`src/rtl/seg_scan_pkg.sv`:
```
// rtl/seg_scan_pkg.sv - shared constants, state enum and helpers for the 7-segment scan decoder
// Purpose: glyph patterns (active-high gfedcba), anode indices, bus widths, FSM state type.
package seg_scan_pkg;

   localparam int VALUE_W    = 14;
   localparam int SEG_W      = 12;
   localparam int NUM_DIGITS = 4;

   localparam logic [6:0] GLYPH_0     = 7'h3F;
   localparam logic [6:0] GLYPH_1     = 7'h06;
   localparam logic [6:0] GLYPH_2     = 7'h5B;
   localparam logic [6:0] GLYPH_3     = 7'h4F;
   localparam logic [6:0] GLYPH_4     = 7'h66;
   localparam logic [6:0] GLYPH_5     = 7'h6D;
   localparam logic [6:0] GLYPH_6     = 7'h7D;
   localparam logic [6:0] GLYPH_7     = 7'h07;
   localparam logic [6:0] GLYPH_8     = 7'h7F;
   localparam logic [6:0] GLYPH_9     = 7'h6F;
   localparam logic [6:0] GLYPH_BLANK = 7'h00;

   localparam int AN0_IDX = 0;
   localparam int AN1_IDX = 1;
   localparam int AN2_IDX = 2;
   localparam int AN3_IDX = 3;

   typedef enum logic [1:0] {
      IDLE  = 2'd0,
      ACCUM = 2'd1,
      DONE  = 2'd2
   } state_e;

   // True when exactly one active-low anode is driven.
   function automatic logic onehot_low(input logic [3:0] an);
      logic [3:0] act;
      act = ~an;
      return (act != 4'b0000) && ((act & (act - 4'd1)) == 4'b0000);
   endfunction

endpackage

```
`src/rtl/seg_glyph_decode.sv`:
```
// rtl/seg_glyph_decode.sv - combinational 7-segment glyph to BCD digit decoder
// Purpose: classify one active-high gfedcba pattern.
// Ports: glyph_i   in  7  active-high segments g..a
//        illegal_o out 1  pattern is neither a digit nor blank
//        blank_o   out 1  all segments off (digit reads as 0)
//        digit_o   out 4  decoded digit, 0 when blank or illegal
module seg_glyph_decode
   import seg_scan_pkg::*;
(
   input  logic [6:0] glyph_i,
   output logic       illegal_o,
   output logic       blank_o,
   output logic [3:0] digit_o
);

   always_comb begin
      illegal_o = 1'b0;
      blank_o   = 1'b0;
      digit_o   = 4'd0;
      case (glyph_i)
         GLYPH_0:     digit_o = 4'd0;
         GLYPH_1:     digit_o = 4'd1;
         GLYPH_2:     digit_o = 4'd2;
         GLYPH_3:     digit_o = 4'd3;
         GLYPH_4:     digit_o = 4'd4;
         GLYPH_5:     digit_o = 4'd5;
         GLYPH_6:     digit_o = 4'd6;
         GLYPH_7:     digit_o = 4'd7;
         GLYPH_8:     digit_o = 4'd8;
         GLYPH_9:     digit_o = 4'd9;
         GLYPH_BLANK: blank_o = 1'b1;
         default:     illegal_o = 1'b1;
      endcase
   end

endmodule

```
`src/rtl/seg_scan_decoder.sv`:
```
// rtl/seg_scan_decoder.sv - receive-side monitor of a multiplexed 4-digit 7-segment bus
// Purpose: rebuild the displayed decimal value, DP and blank pattern from the scanned bus.
// Ports: clk_i    in  1   rising-edge clock
//        rst_ni   in  1   asynchronous active-low reset
//        seg_i    in  12  [11:8] anodes AN3..AN0 low-active, [7] DP low-active, [6:0] g..a low-active
//        value_o  out 14  last good decoded value
//        dots_o   out 4   DP per digit of last good frame, low-active, [3]=thousands
//        blank_o  out 4   blank flag per digit of last good frame
//        valid_o  out 1   pulse when value/dots/blank update
//        err_o    out 1   pulse on illegal glyph frame or frame timeout
module seg_scan_decoder
   import seg_scan_pkg::*;
#(
   parameter int STABLE_CYCLES  = 16,
   parameter int TIMEOUT_CYCLES = 1_000_000
) (
   input  logic               clk_i,
   input  logic               rst_ni,
   input  logic [SEG_W-1:0]   seg_i,
   output logic [VALUE_W-1:0] value_o,
   output logic [3:0]         dots_o,
   output logic [3:0]         blank_o,
   output logic               valid_o,
   output logic               err_o
);

   localparam logic [7:0]  STAB_MAX = 8'(STABLE_CYCLES - 1);
   localparam logic [23:0] TMO_MAX  = 24'(TIMEOUT_CYCLES - 1);

   logic [SEG_W-1:0]   sync1_q, sync2_q, prev_q;
   logic [7:0]         stab_q, stab_d;
   logic [23:0]        tmo_q, tmo_d;
   logic [3:0][7:0]    slot_q, slot_d;   // {dp (low-active), glyph (active-high)}
   logic [3:0][7:0]    conv_q, conv_d;
   logic [3:0]         seen_q, seen_d;
   state_e             state_q, state_d;
   logic [1:0]         idx_q, idx_d;
   logic [VALUE_W-1:0] acc_q, acc_d;
   logic [VALUE_W-1:0] value_q, value_d;
   logic [3:0]         dots_q, dots_d, blank_q, blank_d;
   logic               valid_q, valid_d, err_q, err_d;

   logic [3:0]         dec_illegal, dec_blank;
   logic [3:0][3:0]    dec_digit;
   logic [1:0]         an_idx;
   logic               accept, frame_start, timeout_hit;

   for (genvar i = 0; i < NUM_DIGITS; i++) begin : g_dec
      seg_glyph_decode u_dec (
         .glyph_i   (conv_q[i][6:0]),
         .illegal_o (dec_illegal[i]),
         .blank_o   (dec_blank[i]),
         .digit_o   (dec_digit[i])
      );
   end

   // Digit capture and frame/timeout bookkeeping.
   always_comb begin
      stab_d = stab_q;
      slot_d = slot_q;
      seen_d = seen_q;
      tmo_d  = tmo_q;
      accept = 1'b0;
      an_idx = 2'd0;
      for (int i = 0; i < NUM_DIGITS; i++) begin
         if (!sync2_q[8+i]) an_idx = 2'(i);
      end

      if (!onehot_low(sync2_q[11:8]) || (sync2_q != prev_q)) begin
         stab_d = 8'd0;
      end else if (stab_q != STAB_MAX) begin
         stab_d = stab_q + 8'd1;
         accept = (stab_q == STAB_MAX - 8'd1);
      end

      frame_start = (state_q == IDLE) && (seen_q == 4'b1111);
      timeout_hit = (seen_q != 4'b0000) && (tmo_q == TMO_MAX) && !frame_start;

      if (frame_start || timeout_hit) seen_d = 4'b0000;
      if (accept) begin
         slot_d[an_idx] = {sync2_q[7], ~sync2_q[6:0]};
         seen_d[an_idx] = 1'b1;
      end

      if ((seen_q == 4'b0000) || frame_start || timeout_hit) tmo_d = 24'd0;
      else                                                  tmo_d = tmo_q + 24'd1;
   end

   // Conversion FSM: thousands digit first, acc*10 built from two shifts.
   always_comb begin
      state_d = state_q;
      conv_d  = conv_q;
      idx_d   = idx_q;
      acc_d   = acc_q;
      value_d = value_q;
      dots_d  = dots_q;
      blank_d = blank_q;
      valid_d = 1'b0;
      err_d   = timeout_hit;
      case (state_q)
         IDLE: begin
            if (frame_start) begin
               conv_d  = slot_q;
               acc_d   = '0;
               idx_d   = 2'd0;
               state_d = ACCUM;
            end
         end
         ACCUM: begin
            // ~idx_q walks slot 3 down to slot 0.
            acc_d = (acc_q << 3) + (acc_q << 1) + {10'd0, dec_digit[~idx_q]};
            idx_d = idx_q + 2'd1;
            if (idx_q == 2'd3) state_d = DONE;
         end
         DONE: begin
            state_d = IDLE;
            if (|dec_illegal) begin
               err_d = 1'b1;
            end else begin
               value_d = acc_q;
               dots_d  = {conv_q[3][7], conv_q[2][7], conv_q[1][7], conv_q[0][7]};
               blank_d = dec_blank;
               valid_d = 1'b1;
            end
         end
         default: state_d = IDLE;
      endcase
   end

   always_ff @(posedge clk_i or negedge rst_ni) begin
      if (!rst_ni) begin
         sync1_q <= '1;
         sync2_q <= '1;
         prev_q  <= '1;
         stab_q  <= '0;
         tmo_q   <= '0;
         slot_q  <= '0;
         conv_q  <= '0;
         seen_q  <= '0;
         state_q <= IDLE;
         idx_q   <= '0;
         acc_q   <= '0;
         value_q <= '0;
         dots_q  <= 4'b1111;
         blank_q <= 4'b0000;
         valid_q <= 1'b0;
         err_q   <= 1'b0;
      end else begin
         sync1_q <= seg_i;
         sync2_q <= sync1_q;
         prev_q  <= sync2_q;
         stab_q  <= stab_d;
         tmo_q   <= tmo_d;
         slot_q  <= slot_d;
         conv_q  <= conv_d;
         seen_q  <= seen_d;
         state_q <= state_d;
         idx_q   <= idx_d;
         acc_q   <= acc_d;
         value_q <= value_d;
         dots_q  <= dots_d;
         blank_q <= blank_d;
         valid_q <= valid_d;
         err_q   <= err_d;
      end
   end

   assign value_o = value_q;
   assign dots_o  = dots_q;
   assign blank_o = blank_q;
   assign valid_o = valid_q;
   assign err_o   = err_q;

endmodule

```
`config.mk`:
```
export PLATFORM = sky130hd
export DESIGN_NAME = seg_scan_decoder
export DESIGN_NICKNAME = d
export VERILOG_FILES = /design/src/rtl/seg_scan_pkg.sv /design/src/rtl/seg_glyph_decode.sv /design/src/rtl/seg_scan_decoder.sv
export SDC_FILE = /design/constraint.sdc
export NUM_CORES = 1
export LEC_CHECK = 0
export BUFFER_PORTS_ARGS = -buffer_cell sky130_fd_sc_hd__buf_2
export CORE_UTILIZATION = 40
export CTS_CLUSTER_DIAMETER = 100
export DETAILED_ROUTE_END_ITERATION = 8
export PLACE_DENSITY = 0.6
export SYNTH_ARGS = -nofsm -noshare
export SYNTH_HDL_FRONTEND = slang
export SYNTH_HIERARCHICAL = 1
export SYNTH_SLANG_ARGS = --single-unit
```
`constraint.sdc`:
```
create_clock -name clk_i -period 3.8 [get_ports clk_i]
set_input_delay 0.19 -clock clk_i [delete_from_list [all_inputs] [get_ports clk_i]]
set_output_delay 0.19 -clock clk_i [all_outputs]
set_load 0.01 [all_outputs]
```
* After elaboration in Yosys (flattened, before gate mapping)
Index checks and enable logic that the tools add are counted.
** Cells by class
- $add $sub $neg :: 6
- Magnitude comparators :: 3
- Equality and inequality tests :: 50
- Mux-type cells :: 40
- Bitwise gates (word level) :: 6
- Reduce and logical (&&, ||, !) cells :: 31
** Operators by type and width (number)
- 7-bit == test, second input constant :: 28
- 4-bit case mux with 9 select lines :: 4
- 7-bit by 3-bit == test with 1-bit output, second input constant :: 8
- 11-bit OR reduction :: 4
- 32-bit bitwise mux :: 1
- 7-bit by 6-bit == test with 1-bit output, second input constant :: 4
- 7-bit zero test :: 4
- 14-bit case mux with 2 select lines :: 1
- 24-bit by 1-bit adder with 24-bit output, second input constant :: 1
- 24-bit by 20-bit == test with 1-bit output, second input constant :: 1
- 24-bit two-way mux :: 1
- 8-bit two-way mux :: 3
- 8-bit demux with 2-bit select :: 1
- 1-bit two-way mux :: 16
- 14-bit adder :: 1
- 14-bit by 4-bit adder with 14-bit output :: 1
- 14-bit two-way mux :: 1
- 4-bit two-way mux :: 3
- 12-bit != test :: 1
- 2-bit two-way mux :: 5
- 8-bit by 1-bit adder with 8-bit output, second input constant :: 1
- 4-bit binary-select mux with 2-bit select :: 1
- 8-bit by 4-bit == test with 1-bit output, second input constant :: 1
- 4-bit zero test :: 2
- other kinds (25) :: 42
** Word-level totals
- Register bits :: 178
- Bits of input ports :: 14
- Output and inout port bits :: 24
- Logic and storage cells :: 158

* Depth between registers and ports, before layout
Gate-level depths: netlist of run 1.
- Depth in word-level cells :: 9
- Gate-level depth with buffers :: 15
- Gate-level depth less buffers :: 14

* Hierarchy
The synthesis of run 1 kept the hierarchy.
** Modules (own cells, without submodules)
- seg_scan_decoder :: times used 1, cells an instance 649, area each 7612.3 µm², sequential area each 4504.3 µm²
- seg_glyph_decode :: times used 4, cells an instance 34, area each 226.5 µm², sequential area each 0.0 µm²

* Least setup slack after synthesis of run 1
OpenSTA, ideal clock, no wires.
- Kind :: register to register
- Start point :: register conv_q[2] in the netlist's numbering
- End point :: register acc_q[12]
- Library setup time :: 0.138 ns
- Arrival :: 3.315 ns
- Data required time :: 3.662 ns
- Setup slack :: 0.348 ns
- Stages on the path, launching flop included :: 16
- Buffers on the path :: 1
- Period minus slack after synthesis :: 3.452 ns
- Cells stage by stage :: dfrtp_1 -> buf_6 -> nand2_1 -> and4bb_2 -> a21oi_2 -> o21ai_0 -> mux4_2 -> ha_1 -> ha_1 -> fa_1 -> a21o_1 -> a211oi_1 -> o211ai_1 -> a31oi_1 -> xor2_1 -> o22ai_1
** RTL lines
- from (decl) :: line seg_scan_decoder.sv:34 : logic [3:0][7:0] conv_q, conv_d;
- from (signal assigned) :: line seg_scan_decoder.sv:155 : conv_q <= conv_d;
- to (signal assigned) :: line seg_scan_decoder.sv:142 : acc_q <= '0;
- to (signal assigned) :: line seg_scan_decoder.sv:159 : acc_q <= acc_d;
- to (decl) :: line seg_scan_decoder.sv:38 : logic [VALUE_W-1:0] acc_q, acc_d;

==> flow_summary_export.csv, run 1 <==
group,metric,value,unit
logic_synthesis,synth_edf_count,0,
drt,wl_per_cell,14.7,um
timing,hold_violations,0,
critical_path,reg2reg_slack,0.26,ns
critical_path,cp_num_buf_inv,0,
timing,maxSlewHeadroom,38.1,%
logic_synthesis,syn_inst,785,
logic_synthesis,avgSynthCellArea,10.9,sq um
critical_path,rr_startpoint,"conv_q[10]",
timing,worst_pin_slew,0.928,ns
pwr,ir_drop,0.479,mV
logic_synthesis,synth.area.top_cells,"dfrtp_1 (41%), dfstp_2 (12%), nand2_1 (5.4%)",
drt,avgViaCountPerCell,5.03,
drt,dr.pass1.iters,4,
clock_network,clock_path_buffers,2,
critical_path,end_kind,"flop",
logic_synthesis,synth_fp_nets,827,
worst_hold_path,hold_end,"sync2_q[1]",
floorplanning,start_util,40.6,%
drt,drt-total-wl,16700,um
final_layout,n_antenna_cell,0,
global_routing,grt_pass1_wl,28600,um
worst_hold_path,min_delay_path_depth,0,
global_routing,first_global_vias,5716,
drt,vias,5727,
placed_design,placed_area,9000,sq um
placed_design,dp_hpwl,11200,um
floorplanning,core,21000,sq um
final_layout,syn2layout_area_growth,14.5,%
timing,finalSetupViolations,0,
critical_path,crit_type,"reg -> reg",
logic_synthesis,ys_top_cells_by_count,"dfrtp_1 (138), nand2_1 (122), nor2_1 (60), dfstp_2 (40), mux2_2 (34)",
final_layout,fin_nets,892,
critical_path,path_cells,"nand2_1 -> and4bb_2 -> a21oi_2 -> o21ai_1 -> mux4_2 -> ha_1 -> ha_2 -> fa_2 -> a21o_1 -> a211oi_2 -> o211ai_1 -> a31oi_1 -> xor2_1 -> o22ai_1",
logic_synthesis,synth.distinct_cells,54,
drt,final_antenna_net_count,0,
pwr,power.density,379,nW/um^2
critical_path,reg2reg_depth,14,
timing,finClkSkew,0.0105,ns
critical_path,critPathSlowestCell,"mux4_2",
floorplanning,die_w,148,um
worst_hold_path,min-delay-start,"sync1_q[1]",
worst_hold_path,hold_path_class,"reg -> reg",
global_routing,grt_max_degree,93,
clock_network,cts_buffers,17,
critical_path,crit_arrival,3.81,ns
timing,period_minus_slack,3.54,ns
timing,whs,0.356,ns
timing,max_freq,282,MHz
logic_synthesis,synth-seq-cells,178,
timing,slew_violations,0,
floorplanning,rows,53,
critical_path,r2r_end,"acc_q[12]",
logic_synthesis,seq_area_frac_synth,52.9,%
placed_design,port-buffer-count,37,
logic_synthesis,netlist.area_leader.share,40.5,%
drt,drt_iter0_drc,296,
clock_network,cts_tree,"built",
floorplanning,boundaryPins,38,
clock_network,cts-root-buf,"clkbuf_16",
run_status,outcome,"complete, no violations",
clock_network,clk_latency,0.44,ns
timing,rsz0062_at_grt,"no",
critical_path,critPathMaxStageDelay,0.49,ns
final_layout,final_cell_area,9760,sq um
global_routing,grt_antenna_before_repair,0,
clock_network,path_clk_slew,0.07,ns
placed_design,globalplace.congestion,0.871,
clock_network,clock-sinks,178,
logic_synthesis,async_reset_ff_share,100,%
logic_synthesis,synth-main-ff-cell,"dfrtp_1",
run,maxCapViolations,0,
drt,drc,0,
global_routing,grt_overflow,0,
critical_path,crit_family,"compound AO/OA/AOI/OAI gates",
global_routing,track_usage,16.6,%
pwr,leakagePower,4.59,nW
pwr,power,3.70,mW
floorplanning,fp.dieH,148,um
critical_path,start_kind,"flop",
timing,period_share,93.3,%
logic_synthesis,synth_area,8520,sq um
critical_path,cp_data_required_time,4.07,ns
critical_path,crit_fanout,6,
logic_synthesis,yosysTopAreaCell,"dfrtp_1",
clock_network,cts_max_level,4,
floorplanning,die_area,21900,sq um
logic_synthesis,synth_warnings,6,
final_layout,drive_above_1_share,23.4,%
logic_synthesis,synth.most_common_cell,"dfrtp_1",
timing,fin_setup_tns,0,ns
## worst reg2reg max path: cells and delay by family, from the launching register on
family | cells | cell delay (ns)
adder cells (fa/ha/maj) | 3 | 0.86
AND/OR/NAND/NOR | 2 | 0.32
XOR/XNOR | 1 | 0.15
multiplexers | 1 | 0.49
flip-flops | 1 | 0.44
AO/OA/AOI/OAI | 7 | 1.12
## power by group
part	switching [mW]	leakage [nW]	internal, mW
Combinational	0.0463	1.98	0.0287
Clock	0.779	0.272	0.892
Sequential	0.0209	2.34	1.93
Total	0.846	4.59	2.85
## area by class of cell
type / instances / area, sq um
inverter: 31 / 116
sequential: 178 / 4510
fill: 1987 / 11200
multi-input combinational: 543 / 3680
clock inverter: 11 / 93.8
tap: 275 / 344
timing repair buffer: 79 / 552
clock buffer: 21 / 462
## sequential cells by signal, summed over array words and instances, names as in the netlist
name / count
err_o: 1
stab_q: 8
idx_q: 2
prev_q: 12
state_q: 2
tmo_q: 24
valid_o: 1
conv_q: 32
blank_o: 4
sync2_q: 12
value_o: 14
seen_q: 4
slot_q: 32
sync1_q: 12
acc_q: 14
dots_o: 4
## per-stage QoR
| step | instances | utilization [%] | setup WS, ns |
|---|---|---|---|
| after global routing | 1138 | 46.6 | 0.0404 |
| after detailed placement | 1086 | 42.9 | 0.0383 |
| after floorplan | 785 | - | 0.348 |
| final | 1138 | 46.6 | 0.256 |
| after CTS | 1131 | 46.2 | 0.0170 |
| after global placement | 1086 | 42.9 | 0.136 |
## per-layer routing
layer,global-route usage (%),vias up,wire length (um)
li1,-,2826,-
met1,22.8,2802,8240
met2,25.9,82,7760
met3,4.07,17,512
met4,5.26,0,237
met5,0,-,0
## cell families (layout without fill, tap and decap cells)
group	after synthesis	count (layout)	synth area share, %
xor+xnor	59	59	6.15
flops	178	178	52.9
fa+ha+maj	28	28	4.29
buf+inv	64	142	4.14
compound gates	93	93	6.54
mux	61	61	8.37
simple gates	302	302	17.6
## worst max-delay path by stage
stage                            to       start  depth (start not counted)  slack, ns
after floorplan           acc_q[12]   conv_q[2]                         15       0.35
after global placement    acc_q[12]   conv_q[5]                         14       0.14
after CTS                 acc_q[12]  conv_q[21]                         14       0.02
final                     acc_q[12]  conv_q[10]                         14       0.26
after global routing      acc_q[12]   conv_q[2]                         14       0.04
after detailed placement  acc_q[12]  conv_q[21]                         14       0.04
## cells in the final DEF, fill, tap and decap left out, types with 6 or more instances in the layout
cell type / Yosys / layout
a211oi_1: 7 / 6
a21oi_1: 24 / 24
a31oi_1: 6 / 6
and3_1: 12 / 12
buf_2: 0 / 36
buf_4: 8 / 28
clkbuf_16: 0 / 18
dfrtp_1: 138 / 132
dfrtp_2: 0 / 6
dfstp_2: 40 / 40
dlygate4sd3_1: 0 / 13
ha_1: 26 / 25
inv_1: 31 / 31
mux2_2: 34 / 34
mux2i_1: 21 / 21
nand2_1: 122 / 122
nand3_1: 25 / 25
nand4_1: 12 / 12
nor2_1: 60 / 60
nor3b_1: 8 / 8
o21ai_0: 27 / 26
o21bai_1: 6 / 6
o22ai_1: 9 / 9
or3_1: 10 / 10
or4_1: 7 / 7
xnor2_1: 31 / 31
xor2_1: 27 / 27
## what timing repair did
action / CTS / global route
setup buffers: 0 / 7
hold buffers: 13 / 0
resized for setup: 0 / 10
setup endpoints to repair: 0 / 3
hold endpoints to repair: 95 / 0
Power figures use the tool's default switching activity.
==> run 2: changes to the inputs <==
- SYNTH_HIERARCHICAL: 1 -> default
==> run 2 against run 1 <==
Against the previous run: clock-buffer cell count fell by 2; clock power rose by 4%; worst hold slack barely moved; die area fell by 1.2%; power rose by 1.4%; area after synthesis fell by 1.2%; non-clock buffer count rose by 4; largest power group unchanged.
==> flow_summary_export.csv, run 2 <==
group,metric,value,unit
run_status,outcome,"complete, no violations",
timing,hold_violations,0,
timing,worst_pin_slew,0.902,ns
final_layout,fin_nets,863,
floorplanning,boundaryPins,38,
timing,rsz0062_at_grt,"yes",
global_routing,first_global_vias,5465,
critical_path,rr_startpoint,"conv_q[27]",
logic_synthesis,synth.area.top_cells,"dfrtp_1 (41%), dfstp_2 (12%), mux2_2 (5.2%)",
global_routing,grt_pass1_wl,27400,um
logic_synthesis,seq_area_frac_synth,53.5,%
floorplanning,rows,52,
critical_path,cp_common_cell,"a21o_1",
logic_synthesis,ys_top_cells_by_count,"dfrtp_1 (138), nand2_1 (78), nor2_1 (55), o21ai_0 (47), dfstp_2 (40)",
logic_synthesis,synth_edf_count,0,
logic_synthesis,synth_area,8420,sq um
timing,finalSetupViolations,0,
pwr,power.density,382,nW/um^2
pwr,ir_drop,0.252,mV
critical_path,crit_arrival,3.98,ns
floorplanning,core,20400,sq um
final_layout,drive_above_1_share,26.7,%
placed_design,port-buffer-count,37,
clock_network,cts_tree,"built",
floorplanning,die_w,147,um
clock_network,path_clk_slew,0.07,ns
critical_path,cp_num_buf_inv,1,
critical_path,crit_cells,18,
critical_path,start_kind,"flop",
drt,wl_per_cell,14.4,um
logic_synthesis,synth.most_common_cell,"dfrtp_1",
clock_network,cts-root-buf,"clkbuf_16",
clock_network,clk_latency,0.43,ns
global_routing,track_usage,15.9,%
logic_synthesis,synth-seq-cells,178,
critical_path,critPathMaxStageDelay,0.38,ns
critical_path,crit_family,"compound AO/OA/AOI/OAI gates",
critical_path,cp_data_required_time,4.11,ns
critical_path,reg2reg_slack,0.13,ns
logic_synthesis,syn_inst,754,
timing,max_freq,273,MHz
logic_synthesis,yosysTopAreaCell,"dfrtp_1",
critical_path,path_cells,"nand2b_4 -> or3_4 -> o2bb2ai_2 -> a21o_1 -> a21oi_1 -> a311oi_1 -> a21o_1 -> ha_1 -> ha_2 -> inv_2 -> fa_2 -> nor2b_1 -> o21ai_1 -> a21boi_1 -> o21a_1 -> o31a_1 -> or3_1 -> a32o_1",
critical_path,r2r_end,"acc_q[10]",
run,maxCapViolations,0,
placed_design,dp_hpwl,10700,um
floorplanning,fp.dieH,147,um
final_layout,n_fill_cell,1894,
critical_path,crit_type,"reg -> reg",
logic_synthesis,synth-main-ff-cell,"dfrtp_1",
global_routing,grt_max_degree,97,
drt,dr.pass1.iters,4,
timing,finClkSkew,0.0133,ns
final_layout,final_common_cell,"dfrtp_1",
drt,drt-total-wl,15900,um
placed_design,globalplace.congestion,0.829,
timing,slew_violations,0,
logic_synthesis,async_reset_ff_share,100,%
critical_path,endpoint,"acc_q[10]",
placed_design,placed_area,9020,sq um
final_layout,reg_top3,"conv_q x32, slot_q x32, tmo_q x24",
critical_path,end_kind,"flop",
critical_path,reg2reg_depth,18,
global_routing,grt_overflow,0,
logic_synthesis,synth_fp_nets,796,
final_layout,stdcell_count,1104,
pwr,leakagePower,4.60,nW
drt,drc,0,
placed_design,dp.cells,1058,
critical_path,critPathSlowestCell,"dfrtp_1",
logic_synthesis,avgSynthCellArea,11.2,sq um
clock_network,clock-sinks,178,
clock_network,clock_path_buffers,2,
timing,fin_setup_tns,0,ns
timing,period_share,96.6,%
final_layout,final_cell_area,9810,sq um
clock_network,cts_max_level,4,
drt,drt_iter0_drc,236,
logic_synthesis,netlist.area_leader.share,41.0,%
timing,whs,0.356,ns
critical_path,critPathLaunch,"conv_q[27]",
timing,maxSlewHeadroom,39.9,%
worst_hold_path,hold_path_class,"reg -> reg",
final_layout,final_cell_mix,"dfrtp_1 (133), nand2_1 (77), nor2_1 (54)",
logic_synthesis,synth_warnings,0,
critical_path,crit_fanout,2,
floorplanning,start_util,41.2,%
final_layout,n_antenna_cell,0,
timing,period_minus_slack,3.67,ns
drt,final_antenna_net_count,0,
global_routing,grt_antenna_before_repair,0,
final_layout,syn2layout_area_growth,16.6,%
pwr,power,3.75,mW
logic_synthesis,synth.distinct_cells,64,
floorplanning,die_area,21600,sq um
drt,avgViaCountPerCell,5.01,
clock_network,cts_buffers,17,
drt,vias,5529,
run 2: cell types whose count changed in the layout (fill, tap and decap cells not counted), moves of 6 or more:
| cell | change |
|---|---|
| nor3b_1 | -6 |
| nor2_1 | -6 |
| o21ai_0 | +18 |
| nand2_1 | -45 |
| or4_1 | -6 |
| nor3_1 | +6 |
| nor4_1 | +7 |
| a21oi_1 | -18 |
| mux2_4 | +15 |
run 2: power by group:
group,internal (mW),switching (mW)
registers,1.93,0.0186
clock network,0.944,0.782
logic,0.0271,0.0478
total,2.90,0.848
run 2: through the flow:
step	util [%]	setup slack, ns
final	48.0	0.130
after global routing	48.0	-0.0553
after CTS	47.7	0.0107
after detailed placement	44.2	-0.0704
after global placement	44.2	-0.00601
after floorplan	-	0.0261
run 2: what timing repair did:
| action | in CTS | in global routing |
|---|---|---|
| gates resized for setup | 1 | 25 |
| endpoints found under the hold margin | 87 | 0 |
| hold buffers | 13 | 0 |
| cloned | 0 | 0 |
| endpoints found under the setup margin | 1 | 5 |
| setup buffers | 0 | 1 |
| pin swaps | 1 | 11 |
run 2: worst min-delay path by stage:
stage                           from    endpoint  slack (ns)  cells past startpoint
after CTS                 sync1_q[1]  sync2_q[1]        0.36                      0
after global routing      sync1_q[9]  sync2_q[9]        0.36                      0
after floorplan               rst_ni    acc_q[0]       -0.11                      0
final                     sync1_q[1]  sync2_q[1]        0.36                      0
after detailed placement    seg_i[6]  sync1_q[6]        0.30                      1
after global placement      seg_i[5]  sync1_q[5]        0.29                      1
run 2: logic make-up (layout without fill, tap and decap cells):
logic type,count (synthesis),in the layout,share of synthesized area (%)
compound gates,99,99,7.37
xor+xnor,54,54,5.62
fa+ha+maj,28,28,4.34
buf+inv,71,151,3.75
flops,178,178,53.5
mux,74,74,10.5
simple gates,250,250,14.9
run 2: worst register-to-register path, stage by stage, from the launching register on:
cell	delay, ns
dfrtp_1	0.38
nand2b_4	0.14
or3_4	0.33
o2bb2ai_2	0.12
a21o_1	0.11
a21oi_1	0.07
a311oi_1	0.26
a21o_1	0.14
ha_1	0.23
ha_2	0.18
inv_2	0.06
fa_2	0.20
nor2b_1	0.05
o21ai_1	0.16
a21boi_1	0.10
o21a_1	0.21
o31a_1	0.24
or3_1	0.31
a32o_1	0.26
run 2: cell type report:
| cell class | instances | area [sq um] | share of cell area, % |
|---|---|---|---|
| clock buffers | 19 | 443 | 4.51 |
| flip-flops and latches | 178 | 4510 | 46.0 |
| inverters | 36 | 135 | 1.38 |
| multi-input cells | 505 | 3660 | 37.3 |
| clock inverters | 13 | 141 | 1.44 |
| well taps | 270 | 338 | 3.44 |
| repair buffers | 83 | 582 | 5.93 |
run 2: metal layers:
metal  share of wire (%)  wire length, um  GRT usage [%]
met2                  46             7270           24.6
met3                 2.5              393           2.95
met4                 1.5              242           6.19
met1                  50             7970           22.1
met5                   0                0              0
==> run 3: changes to the inputs <==
- BUFFER_PORTS_ARGS: -buffer_cell sky130_fd_sc_hd__buf_2 -> default
- DONT_BUFFER_PORTS: default -> 1
- PLACE_DENSITY: 0.6 -> 0.58
- REMOVE_ABC_BUFFERS: default -> 1
- SETUP_SLACK_MARGIN: default -> 0.02
==> run 3 against run 2 <==
Against the previous run: the flow now finishes with violations (hold timing); power fell by 1.3%; worst setup slack gained 0.042 ns; fmax is 1.2% higher; clock-buffer cell count increased by 5; flip-flop and latch count unchanged; non-clock buffer count shrank 36; core utilization down 0.64 points; critical endpoint is now acc_q[11].
==> flow_summary_export.csv, run 3 (synthesis results as in run 2) <==
group,metric,value,unit
global_routing,grt_antenna_before_repair,0,
floorplanning,die_w,147,um
drt,wl_per_cell,16.1,um
clock_network,cts_buffers,17,
final_layout,fin_nets,827,
timing,slew_violations,0,
critical_path,cp_data_required_time,4.06,ns
drt,drt_iter0_drc,339,
floorplanning,die_area,21600,sq um
placed_design,dp_hpwl,11400,um
timing,period_share,95.5,%
final_layout,n_fill_cell,1896,
drt,drc,0,
critical_path,reg2reg_depth,16,
clock_network,cts_tree,"built",
floorplanning,rows,52,
pwr,leakagePower,4.43,nW
final_layout,final_common_cell,"dfrtp_1",
timing,maxSlewHeadroom,41.5,%
timing,finalWorstSetupSlack,0.173,ns
worst_hold_path,hold_path_class,"in -> async",
timing,max_freq,276,MHz
final_layout,reg_top3,"conv_q x32, slot_q x32, tmo_q x24",
global_routing,first_global_vias,5762,
floorplanning,boundaryPins,38,
timing,whs,-0.548,ns
floorplanning,core,20400,sq um
timing,finalSetupViolations,0,
drt,avgViaCountPerCell,5.28,
pwr,power.density,382,nW/um^2
final_layout,n_antenna_cell,0,
final_layout,final_cell_mix,"dfrtp_1 (132), nand2_1 (77), nor2_1 (54)",
pwr,ir_drop,0.304,mV
placed_design,dp.cells,1019,
placed_design,globalplace.congestion,0.817,
final_layout,multi_input_area,3710,sq um
clock_network,clock_path_buffers,2,
critical_path,crit_type,"reg -> reg",
placed_design,dp_slack,-0.162,ns
global_routing,grt_pass1_wl,28700,um
critical_path,start_kind,"flop",
drt,drt-total-wl,17200,um
critical_path,crit_fanout,6,
timing,worst_pin_slew,0.877,ns
run_status,outcome,"finished with violations",
floorplanning,start_util,41.2,%
final_layout,syn2layout_area_growth,15.0,%
run_status,failed_checks,"hold timing",
global_routing,grt_max_degree,179,
critical_path,crit_arrival,3.89,ns
floorplanning,fp.dieH,147,um
clock_network,cts_hold_buf,12,
drt,vias,5637,
timing,finClkSkew,0.0131,ns
timing,period_minus_slack,3.63,ns
global_routing,track_usage,16.8,%
final_layout,drive_above_1_share,24.2,%
final_layout,regArea,4510,sq um
clock_network,clock-sinks,178,
placed_design,port-buffer-count,0,
global_routing,grt_overflow,0,
clock_network,clk_latency,0.43,ns
clock_network,path_clk_slew,0.07,ns
critical_path,end_kind,"flop",
timing,fin_setup_tns,0,ns
clock_network,cts_max_level,4,
timing,hold_violations,178,
final_layout,utilization,47.4,%
clock_network,cts-root-buf,"clkbuf_16",
final_layout,stdcell_count,1068,
drt,final_antenna_net_count,0,
run,maxCapViolations,0,
drt,dr.pass1.iters,5,
-- run 3: final cells by class --
class / count / area share, %
inverter: 36 / 1.40
timing repair buffer: 47 / 4.08
sequential: 178 / 46.6
clock inverter: 8 / 0.633
tap: 270 / 3.49
clock buffer: 24 / 5.43
multi-input combinational: 505 / 38.4
-- run 3: what timing repair did --
action                                 4_1_cts  5_1_grt
resized for setup                            8       30
setup endpoints to repair                    2        5
endpoints found under the hold margin      190      178
buffers inserted                             2        3
pin swaps                                    9       16
gates cloned                                 0        0
-- run 3: layer usage --
metal / part of all wire (%) / vias up / track usage (%)
met5: 0 / - / 0
met3: 3.4 / 21 / 4.10
li1: - / 2678 / -
met1: 48 / 2817 / 22.8
met4: 1.9 / 0 / 6.19
met2: 47 / 121 / 26.0
-- run 3: path summary, 6_finish.rpt --
check / from / slack (ns) / endpoint
min reg2reg: sync1_q[10] / 0.36 / sync2_q[10]
max in group asynchronous: rst_ni / 3.94 / sync1_q[1]
min: rst_ni / -0.55 / value_o[8]
max reg2reg: conv_q[27] / 0.17 / acc_q[11]
max: conv_q[27] / 0.17 / acc_q[11]
min in group clk_i: seg_i[8] / 0.30 / sync1_q[8]
-- run 3: critical path: stages (launching register included) --
cell and delay [ns]:
dfrtp_1 0.35, buf_4 0.11, buf_4 0.14, nand4_1 0.14
nor3_2 0.26, a211o_1 0.13, nand2_1 0.08, fa_2 0.59
inv_1 0.05, ha_1 0.28, a21o_1 0.17, a21oi_2 0.14
o21ai_1 0.10, o41a_1 0.45, a31oi_1 0.19, xor2_1 0.18
o22ai_1 0.10
-- run 3: through the flow --
stage          power, mW  area (sq um)
2_1_floorplan       1.99          8240
3_5_place_dp        2.01          8820
5_1_grt             3.85          9680
6_report            3.70          9680
3_3_place_gp        2.00          8820
4_1_cts             3.75          9550
-- run 3: power by group --
group	internal, mW	leakage (nW)	switching (mW)
sequential	1.93	2.34	0.0203
combinational	0.0193	1.80	0.0105
clock	0.980	0.291	0.741
total	2.93	4.43	0.772
